### src/rtl/led_pattern_ctrl.sv
// ---------------------------------------------------------------------------
// led_pattern_ctrl
//   Parametrised LED pattern generator. It drives a WIDTH-bit LED bank with
//   one of four patterns: rotate right, rotate left, bounce, or fill bar.
//   Patterns advance on an external step tick (clk_bps). A runtime divider
//   slows the pattern so that it moves once every (div+1) accepted ticks.
//
//   Optional macro LED_ACTIVE_LOW_EN: when defined, led is the inverted
//   pattern, for boards whose LEDs are active low. wrap and all timing are
//   the same whether or not the macro is defined.
//
// Ports
//   clk      in   1      system clock
//   rst_n    in   1      asynchronous reset, active low
//   clk_bps  in   1      step tick, one-cycle pulse synchronous to clk
//   en       in   1      1 = run, 0 = freeze pattern and divider
//   mode     in   2      0 SHR, 1 SHL, 2 BOUNCE, 3 FILL
//   div      in   DIV_W  pattern moves once every (div+1) accepted ticks
//   led      out  WIDTH  LED drive (comes from a register)
//   wrap     out  1      one-cycle pulse when a pattern period completes
// ---------------------------------------------------------------------------
module led_pattern_ctrl #(
    parameter int WIDTH = 8,
    parameter int DIV_W = 4
) (
    input  logic             clk,
    input  logic             rst_n,
    input  logic             clk_bps,
    input  logic             en,
    input  logic [1:0]       mode,
    input  logic [DIV_W-1:0] div,
    output logic [WIDTH-1:0] led,
    output logic             wrap
);

    typedef enum logic [1:0] {M_SHR, M_SHL, M_BOUNCE, M_FILL} mode_e;
    typedef enum logic {DIR_RIGHT, DIR_LEFT} dir_e;

    localparam logic [WIDTH-1:0] MSB_HOT  = {1'b1, {(WIDTH-1){1'b0}}};
    localparam logic [WIDTH-1:0] LSB_HOT  = {{(WIDTH-1){1'b0}}, 1'b1};
    localparam logic [WIDTH-1:0] ALL_ONES = {WIDTH{1'b1}};

    logic [WIDTH-1:0] pattern_q, pattern_d;
    logic [DIV_W-1:0] tick_cnt_q, tick_cnt_d;
    mode_e            mode_q, mode_d;
    dir_e             dir_q, dir_d;
    logic             wrap_q, wrap_d;

    mode_e mode_in;
    logic  mode_chg;
    logic  accept;

    assign mode_in  = mode_e'(mode);
    assign mode_chg = (mode_in != mode_q);
    assign accept   = clk_bps && en;

    function automatic logic [WIDTH-1:0] start_pattern(input mode_e m);
        case (m)
            M_SHL:   start_pattern = LSB_HOT;
            M_FILL:  start_pattern = '0;
            default: start_pattern = MSB_HOT;
        endcase
    endfunction

    always_comb begin
        pattern_d  = pattern_q;
        tick_cnt_d = tick_cnt_q;
        dir_d      = dir_q;
        wrap_d     = 1'b0;
        mode_d     = mode_in;

        if (mode_chg) begin
            // A reload wins over a move on the same edge, and it never pulses wrap.
            pattern_d  = start_pattern(mode_in);
            tick_cnt_d = '0;
            dir_d      = DIR_RIGHT;
        end else if (accept) begin
            // >= rather than == keeps the divider from running away when
            // div is lowered below the current count.
            if (tick_cnt_q >= div) begin
                tick_cnt_d = '0;
                case (mode_q)
                    M_SHR: begin
                        if (pattern_q == LSB_HOT) begin
                            pattern_d = MSB_HOT;
                            wrap_d    = 1'b1;
                        end else begin
                            pattern_d = pattern_q >> 1;
                        end
                    end
                    M_SHL: begin
                        if (pattern_q == MSB_HOT) begin
                            pattern_d = LSB_HOT;
                            wrap_d    = 1'b1;
                        end else begin
                            pattern_d = pattern_q << 1;
                        end
                    end
                    M_BOUNCE: begin
                        // The direction flips on the move that lands on an end,
                        // so each end LED is lit for only one step.
                        if (dir_q == DIR_RIGHT) begin
                            pattern_d = pattern_q >> 1;
                            if (pattern_d == LSB_HOT) dir_d = DIR_LEFT;
                        end else begin
                            pattern_d = pattern_q << 1;
                            if (pattern_d == MSB_HOT) begin
                                dir_d  = DIR_RIGHT;
                                wrap_d = 1'b1;
                            end
                        end
                    end
                    default: begin
                        if (pattern_q == ALL_ONES) begin
                            pattern_d = '0;
                            wrap_d    = 1'b1;
                        end else begin
                            pattern_d = {1'b1, pattern_q[WIDTH-1:1]};
                        end
                    end
                endcase
            end else begin
                tick_cnt_d = tick_cnt_q + 1'b1;
            end
        end
    end

    always_ff @(posedge clk or negedge rst_n) begin
        if (!rst_n) begin
            pattern_q  <= MSB_HOT;
            tick_cnt_q <= '0;
            mode_q     <= M_SHR;
            dir_q      <= DIR_RIGHT;
            wrap_q     <= 1'b0;
        end else begin
            pattern_q  <= pattern_d;
            tick_cnt_q <= tick_cnt_d;
            mode_q     <= mode_d;
            dir_q      <= dir_d;
            wrap_q     <= wrap_d;
        end
    end

`ifdef LED_ACTIVE_LOW_EN
    assign led = ~pattern_q;
`else
    assign led = pattern_q;
`endif
    assign wrap = wrap_q;

endmodule

### config.mk
export PLATFORM = sky130hd
export DESIGN_NAME = led_pattern_ctrl
export DESIGN_NICKNAME = d
export VERILOG_FILES = /design/src/rtl/led_pattern_ctrl.sv
export SDC_FILE = /design/constraint.sdc
export NUM_CORES = 1
export LEC_CHECK = 0
export BUFFER_PORTS_ARGS = -buffer_cell sky130_fd_sc_hd__buf_4
export CORE_MARGIN = 4
export CORE_UTILIZATION = 51
export CTS_BUF_LIST = sky130_fd_sc_hd__clkbuf_4
export CTS_CLUSTER_SIZE = 28
export DETAILED_ROUTE_END_ITERATION = 16
export PLACE_DENSITY = 0.77
export SLEW_MARGIN = 20
export SYNTH_ARGS = -nofsm -noshare
export SYNTH_HDL_FRONTEND = slang
export SYNTH_SLANG_ARGS = --single-unit
### constraint.sdc
create_clock -name clk -period 1.8 [get_ports clk]
set_input_delay 0.45 -clock clk [delete_from_list [all_inputs] [get_ports clk]]
set_output_delay 0.45 -clock clk [all_outputs]
set_load 0.02 [all_outputs]
==> results of run 1 <==
layer usage:
metal  part of all wire [%]  global-route usage (%)
met5                      0                       0
met4                    1.3                   5.106
met3                    5.7                   3.662
met2                     47                   35.31
met1                     46                   29.27
area by class of cell:
type	instances	area share [%]
clock inverters	1	0.2593
flip-flops and latches	16	27.74
well taps	27	2.334
multi-input cells	75	44.86
inverters	9	2.334
repair buffers	40	20.92
clock buffers	3	1.556
sequential cells by signal (all words and copies together) (netlist names):
register	count
mode_q	2
led	8
dir_q	1
wrap	1
tick_cnt_q	4
cells in the mapped netlist (2+ instances only):
| cell type | count |
|---|---|
| mux2i_1 | 3 |
| inv_1 | 9 |
| a22o_1 | 10 |
| a31oi_1 | 4 |
| buf_2 | 3 |
| o21ai_1 | 4 |
| xnor2_1 | 2 |
| nor4_4 | 2 |
| nand2_1 | 6 |
| a22o_2 | 2 |
| nor2_1 | 5 |
| nand4_1 | 3 |
| ha_1 | 5 |
| nor3_1 | 2 |
| o21ai_0 | 2 |
| dfrtp_1 | 15 |
| nand3_1 | 4 |
report_power, final:
part / internal [mW] / switching, mW
Sequential: 0.370 / 0.0109
Combinational: 0.0890 / 0.0943
Clock: 0.0808 / 0.126
cell families after synthesis:
group | after synthesis | share of synthesized area [%]
adder cells (fa/ha/maj) | 5 | 5.931
buffers and inverters | 12 | 4.626
multiplexers | 3 | 2.847
flip-flops | 16 | 38.08
AO/OA/AOI/OAI | 31 | 24.67
XOR/XNOR | 3 | 2.492
AND/OR/NAND/NOR | 33 | 21.35
stage by stage:
stage          utilization, %  cells  hold WS [ns]  cell area [um2]
2_1_floorplan               -    103        0.1544             1085
3_3_place_gp            69.64    162        0.3231             1366
3_5_place_dp            69.64    162        0.3250             1366
4_1_cts                 72.64    169        0.3660             1425
5_1_grt                 73.79    171        0.3708             1448
6_report                73.79    171        0.3623             1448
what timing repair did:
action,in CTS,in global routing
cloned,0,0
resized for setup,3,2
setup buffers,2,2
endpoints found under the setup margin,3,12
pin swaps,2,2
hold buffers,1,0
endpoints found under the hold margin,5,0
worst max path at each step:
stage | endpoint | startpoint | slack [ns] | depth (start not counted)
5_1_grt | wrap | tick_cnt_q[0] | -0.08 | 8
4_1_cts | led[0] | tick_cnt_q[0] | 0.007 | 7
3_3_place_gp | tick_cnt_q[2] | div[2] | -0.14 | 8
3_5_place_dp | tick_cnt_q[2] | div[2] | -0.18 | 8
2_1_floorplan | tick_cnt_q[2] | tick_cnt_q[0] | 0.01 | 7
6_report | wrap | tick_cnt_q[0] | 0.008 | 8
==> flow_metrics.py, run 1 <==
metrics = {
    "die": {
        "initial_core_util_pct": 53.76,
        "dieArea_mm2": 0.002860,
        "die_x_um": 53.48,
        "core_area_mm2": 0.001962,
        "rows": 16,
        "ios": 19,
        "die_y_um": 53.48,
    },
    "setup_path": {
        "cp-start-kind": "register",
        "rr_startpoint": "tick_cnt_q[0]",
        "worstRegToRegCells": 8,
        "cp.arrival_ns": 2.02,
        "path_cells": "inv_2 -> ha_4 -> nand2b_4 -> a2111oi_4 -> buf_4 -> nor4_4 -> o21ai_1 -> a31oi_1",
        "cp-end-kind": "register",
        "r2r_slack_ns": 0.008,
        "critPathKind": "register to register",
        "required_ns": 2.03,
        "r2r-end": "wrap",
        "cp_top_family": "simple AND/OR/NAND/NOR gates",
        "slowest_delay_ns": 0.41,
        "cp_slowest_cell": "nor4_4",
        "path_max_fanout": 8,
        "critPathBufInv": 2,
    },
    "sta": {
        "finalHoldViolCount": 0,
        "period_needed_ns": 1.792,
        "worstMarginPinSlew_ns": 0.4812,
        "setup_violations": 0,
        "relSlewSlack_pct": 67.80,
        "min_period_over_period_pct": 99.56,
        "report.final.slew_viol_count": 0,
        "setup_slack_ns": 0.007906,
        "clock_skew_ns": 0.009297,
        "tns_ns": 0,
        "grt_setup_unrepaired": "true",
        "fmax_ghz": 0.5580,
    },
    "clock_network": {
        "cts_tree": "done",
        "clock_latency_ns": 0.30,
        "h-tree-depth": 1,
        "clk_pin_slew_ns": 0.11,
        "cts_sinks": 16,
        "clockBufferDepth": 2,
        "cts_buffers": 3,
        "cts_root_buf": "clkbuf_4",
    },
    "layout": {
        "seqCellArea_um2": 401.6,
        "final_cell_mix": "39 x buf_4, 15 x dfrtp_1, 10 x a22o_1",
        "nFillCells": 154,
        "drive_gt1_share_pct": 42.36,
        "multi_input_area_um2": 649.4,
        "diodes": 0,
        "area_delta_synth_final_pct": 37.25,
        "final_common_cell": "buf_4",
        "final_net_count": 160,
    },
    "grt": {
        "grt_use_total_pct": 21.58,
        "grt_max_degree": 17,
        "grt_overflow": 0,
        "grt_antenna_before_repair": 0,
        "grt_pass1_wl_mm": 4.450,
        "grt_pass1_vias": 958,
    },
    "synth": {
        "synth_top_area_cell": "dfrtp_1",
        "synthesis.area_mm2": 0.001055,
        "synthTopCellsByArea": "dfrtp_1 36%, a22o_1 8.3%, ha_1 5.9%",
        "ys.flop_type": "dfrtp_1",
        "synth_cells": 103,
        "synth-seq-cells": 16,
        "ys_warn_count": 0,
        "synth-edff-count": 0,
        "netlist.area_leader.share_pct": 35.59,
        "yosysSeqAreaShare_pct": 38.08,
        "syn_nets": 118,
        "async_flop_share_pct": 100.0,
        "netlist-cell-type-count": 39,
        "postSynthAreaPerCell_um2": 10.24,
    },
    "outcome": {
        "status": "finished, final reports clean",
    },
    "route": {
        "num_vias": 1006,
        "vias_per_cell": 5.883,
        "drt_iter0_drc": 42,
        "wire_per_inst_um": 15.22,
        "route.detailed.drc": 0,
        "ant_nets": 0,
        "first_pass_iters": 4,
        "wirelength_mm": 2.602,
    },
    "pwr": {
        "ir_drop_mv": 0.4060,
        "leakagePower_nw": 0.6773,
        "powerDensity_mw_per_mm2": 533.0,
        "power_mw": 0.7716,
    },
    "job": {
        "max-cap-violations": 0,
    },
    "hold_path": {
        "hold_start": "mode[1]",
        "hp-class": "input pin to register",
        "min_to": "mode_q[1]",
        "whs_path_depth": 2,
    },
    "place": {
        "dpl.hpwl_mm": 1.947,
        "pre_cts_ws_ns": -0.1803,
        "numPortBuffers": 18,
        "place_congestion": 0.8395,
    },
}
(Power assumes the default switching activity.)
==> inputs of run 2 (changes only) <==
--- a/config.mk
+++ b/config.mk
@@ -7,11 +7,10 @@
 export LEC_CHECK = 0
 export BUFFER_PORTS_ARGS = -buffer_cell sky130_fd_sc_hd__buf_4
 export CORE_MARGIN = 4
-export CORE_UTILIZATION = 51
-export CTS_BUF_LIST = sky130_fd_sc_hd__clkbuf_4
+export CORE_UTILIZATION = 49
 export CTS_CLUSTER_SIZE = 28
 export DETAILED_ROUTE_END_ITERATION = 16
-export PLACE_DENSITY = 0.77
+export PLACE_DENSITY = 0.74
 export SLEW_MARGIN = 20
 export SYNTH_ARGS = -nofsm -noshare
 export SYNTH_HDL_FRONTEND = slang
==> flow_metrics.py, run 2 (synthesis gave the netlist of run 1 again) <==
metrics = {
    "route": {
        "wire_per_inst_um": 14.53,
        "ant_nets": 0,
        "drt_iter0_drc": 18,
        "wirelength_mm": 2.441,
        "num_vias": 942,
        "vias_per_cell": 5.607,
        "route.detailed.drc": 0,
        "first_pass_iters": 4,
    },
    "clock_network": {
        "cts_sinks": 16,
        "cts_buffers": 3,
        "clk_pin_slew_ns": 0.10,
        "clockBufferDepth": 2,
        "cts_tree": "done",
        "cts_root_buf": "clkbuf_4",
        "clock_latency_ns": 0.29,
        "h-tree-depth": 1,
    },
    "layout": {
        "diodes": 0,
        "largest_register_ffs": 8,
        "final_cell_mix": "36 x buf_4, 15 x dfrtp_1, 10 x a22o_1",
        "seqCellArea_um2": 401.6,
        "fin_area_mm2": 0.001428,
        "multi_input_area_um2": 641.9,
        "nFillCells": 160,
        "final_common_cell": "buf_4",
        "area_delta_synth_final_pct": 35.35,
        "drive_gt1_share_pct": 40.43,
        "final_net_count": 157,
    },
    "grt": {
        "grt_pass1_vias": 914,
        "grt_antenna_before_repair": 0,
        "grt_pass1_wl_mm": 4.305,
        "grt_use_total_pct": 20.22,
        "grt_overflow": 0,
        "grt_max_degree": 17,
    },
    "die": {
        "dieArea_mm2": 0.002959,
        "die_x_um": 54.40,
        "initial_core_util_pct": 52.69,
        "rows": 16,
        "die_y_um": 54.40,
        "core_area_mm2": 0.002002,
        "ios": 19,
    },
    "setup_path": {
        "critPathKind": "register to register",
        "path_max_fanout": 7,
        "cp-start-kind": "register",
        "cp_slowest_cell": "dfrtp_1",
        "path_cells": "inv_2 -> ha_4 -> nand2b_4 -> a2111oi_4 -> nor3_2 -> nor2_4 -> mux2i_1",
        "slowest_delay_ns": 0.40,
        "cp-end-kind": "register",
        "cp.arrival_ns": 2.00,
        "required_ns": 2.02,
    },
    "sta": {
        "report.final.slew_viol_count": 0,
        "clock_skew_ns": 0.002533,
        "worstMarginPinSlew_ns": 0.4869,
        "period_needed_ns": 1.788,
        "fmax_ghz": 0.5592,
        "setup_violations": 0,
        "grt_setup_unrepaired": "true",
        "finalHoldViolCount": 0,
        "hold_slack_ns": 0.2873,
        "min_period_over_period_pct": 99.36,
        "relSlewSlack_pct": 67.42,
        "tns_ns": 0,
    },
    "pwr": {
        "leakagePower_nw": 0.6647,
        "p_seq_share_pct": 47.9,
        "p_int_mw": 0.5782,
        "power_frac_comb_pct": 21.9,
        "powerDensity_mw_per_mm2": 557.1,
        "ir_drop_mv": 0.4259,
        "clkPwrFrac_pct": 30.1,
        "p_switching_mw": 0.2170,
        "p_sw_share_pct": 27.29,
    },
    "place": {
        "numPortBuffers": 18,
        "dpl.hpwl_mm": 1.869,
        "place_congestion": 0.8294,
        "placed_area_mm2": 0.001359,
    },
    "job": {
        "max-cap-violations": 0,
    },
    "outcome": {
        "status": "finished, final reports clean",
    },
    "hold_path": {
        "hp-class": "input pin to register",
    },
}
run 2: cell count changes in the layout (fill, tap and decap cells not counted):
cell / before / now
buf_4: 39 / 36
clkbuf_8: 0 / 1
clkinv_1: 1 / 0
o21ai_1: 2 / 4
o21ai_2: 2 / 0
run 2: critical path: cells and delay by family (launching register included):
family          cells  cell delay, ns
compound gates      1            0.40
simple gates        3            0.46
fa+ha+maj           1            0.18
buf+inv             1            0.07
mux                 1            0.21
flops               1            0.40
run 2: power groups by stage:
stage	sequential (mW)	combinational [mW]	clock [mW]
2_1_floorplan	0.392	0.0921	0
3_3_place_gp	0.387	0.166	0
3_5_place_dp	0.388	0.169	0
4_1_cts	0.381	0.174	0.250
5_1_grt	0.383	0.192	0.268
6_report	0.381	0.175	0.240
run 2: worst paths after layout:
| check | depth (start not counted) | to | startpoint | slack (ns) |
|---|---|---|---|---|
| min reg2reg | 2 | dir_q | dir_q | 0.58 |
| min | 1 | mode_q[1] | mode[1] | 0.29 |
| max in group asynchronous | 2 | led[7] | rst_n | 0.99 |
| max reg2reg | 7 | led[0] | tick_cnt_q[0] | 0.01 |
| max | 7 | led[0] | tick_cnt_q[0] | 0.01 |
| min in group asynchronous | 2 | wrap | rst_n | 0.55 |
run 2: area by class of cell:
type	count	share of cell area, %
Multi-Input combinational cell	75	44.96
Sequential cell	16	28.13
Timing Repair Buffer	37	19.63
Clock buffer	4	2.542
Inverter	9	2.366
Tap cell	27	2.366
run 2: metrics by stage:
stage	cells	utilization [%]	power [mW]	setup slack (ns)
floorplan	103	-	0.4840	0.01034
global placement	161	67.88	0.5536	-0.1430
detailed placement	161	67.88	0.5569	-0.2155
CTS	167	70.81	0.8051	-0.003737
global route	168	71.31	0.8434	-0.1250
finish	168	71.31	0.7953	0.01157
run 2: timing repair:
action / in CTS / in global routing
setup buffers: 2 / 0
hold endpoints to repair: 0 / 4
gates resized for setup: 3 / 0
hold buffers: 0 / 1
setup endpoints to repair: 6 / 13
pin swaps: 0 / 2
run 2: layer usage:
layer  global-route usage [%]  up-vias  part of all wire, %
met5                        0        -                    0
met4                    6.224        0                 0.86
met3                    3.270        4                  4.1
met2                    30.68       20                   47
met1                    29.25      453                   48
li1                         -      465                    -
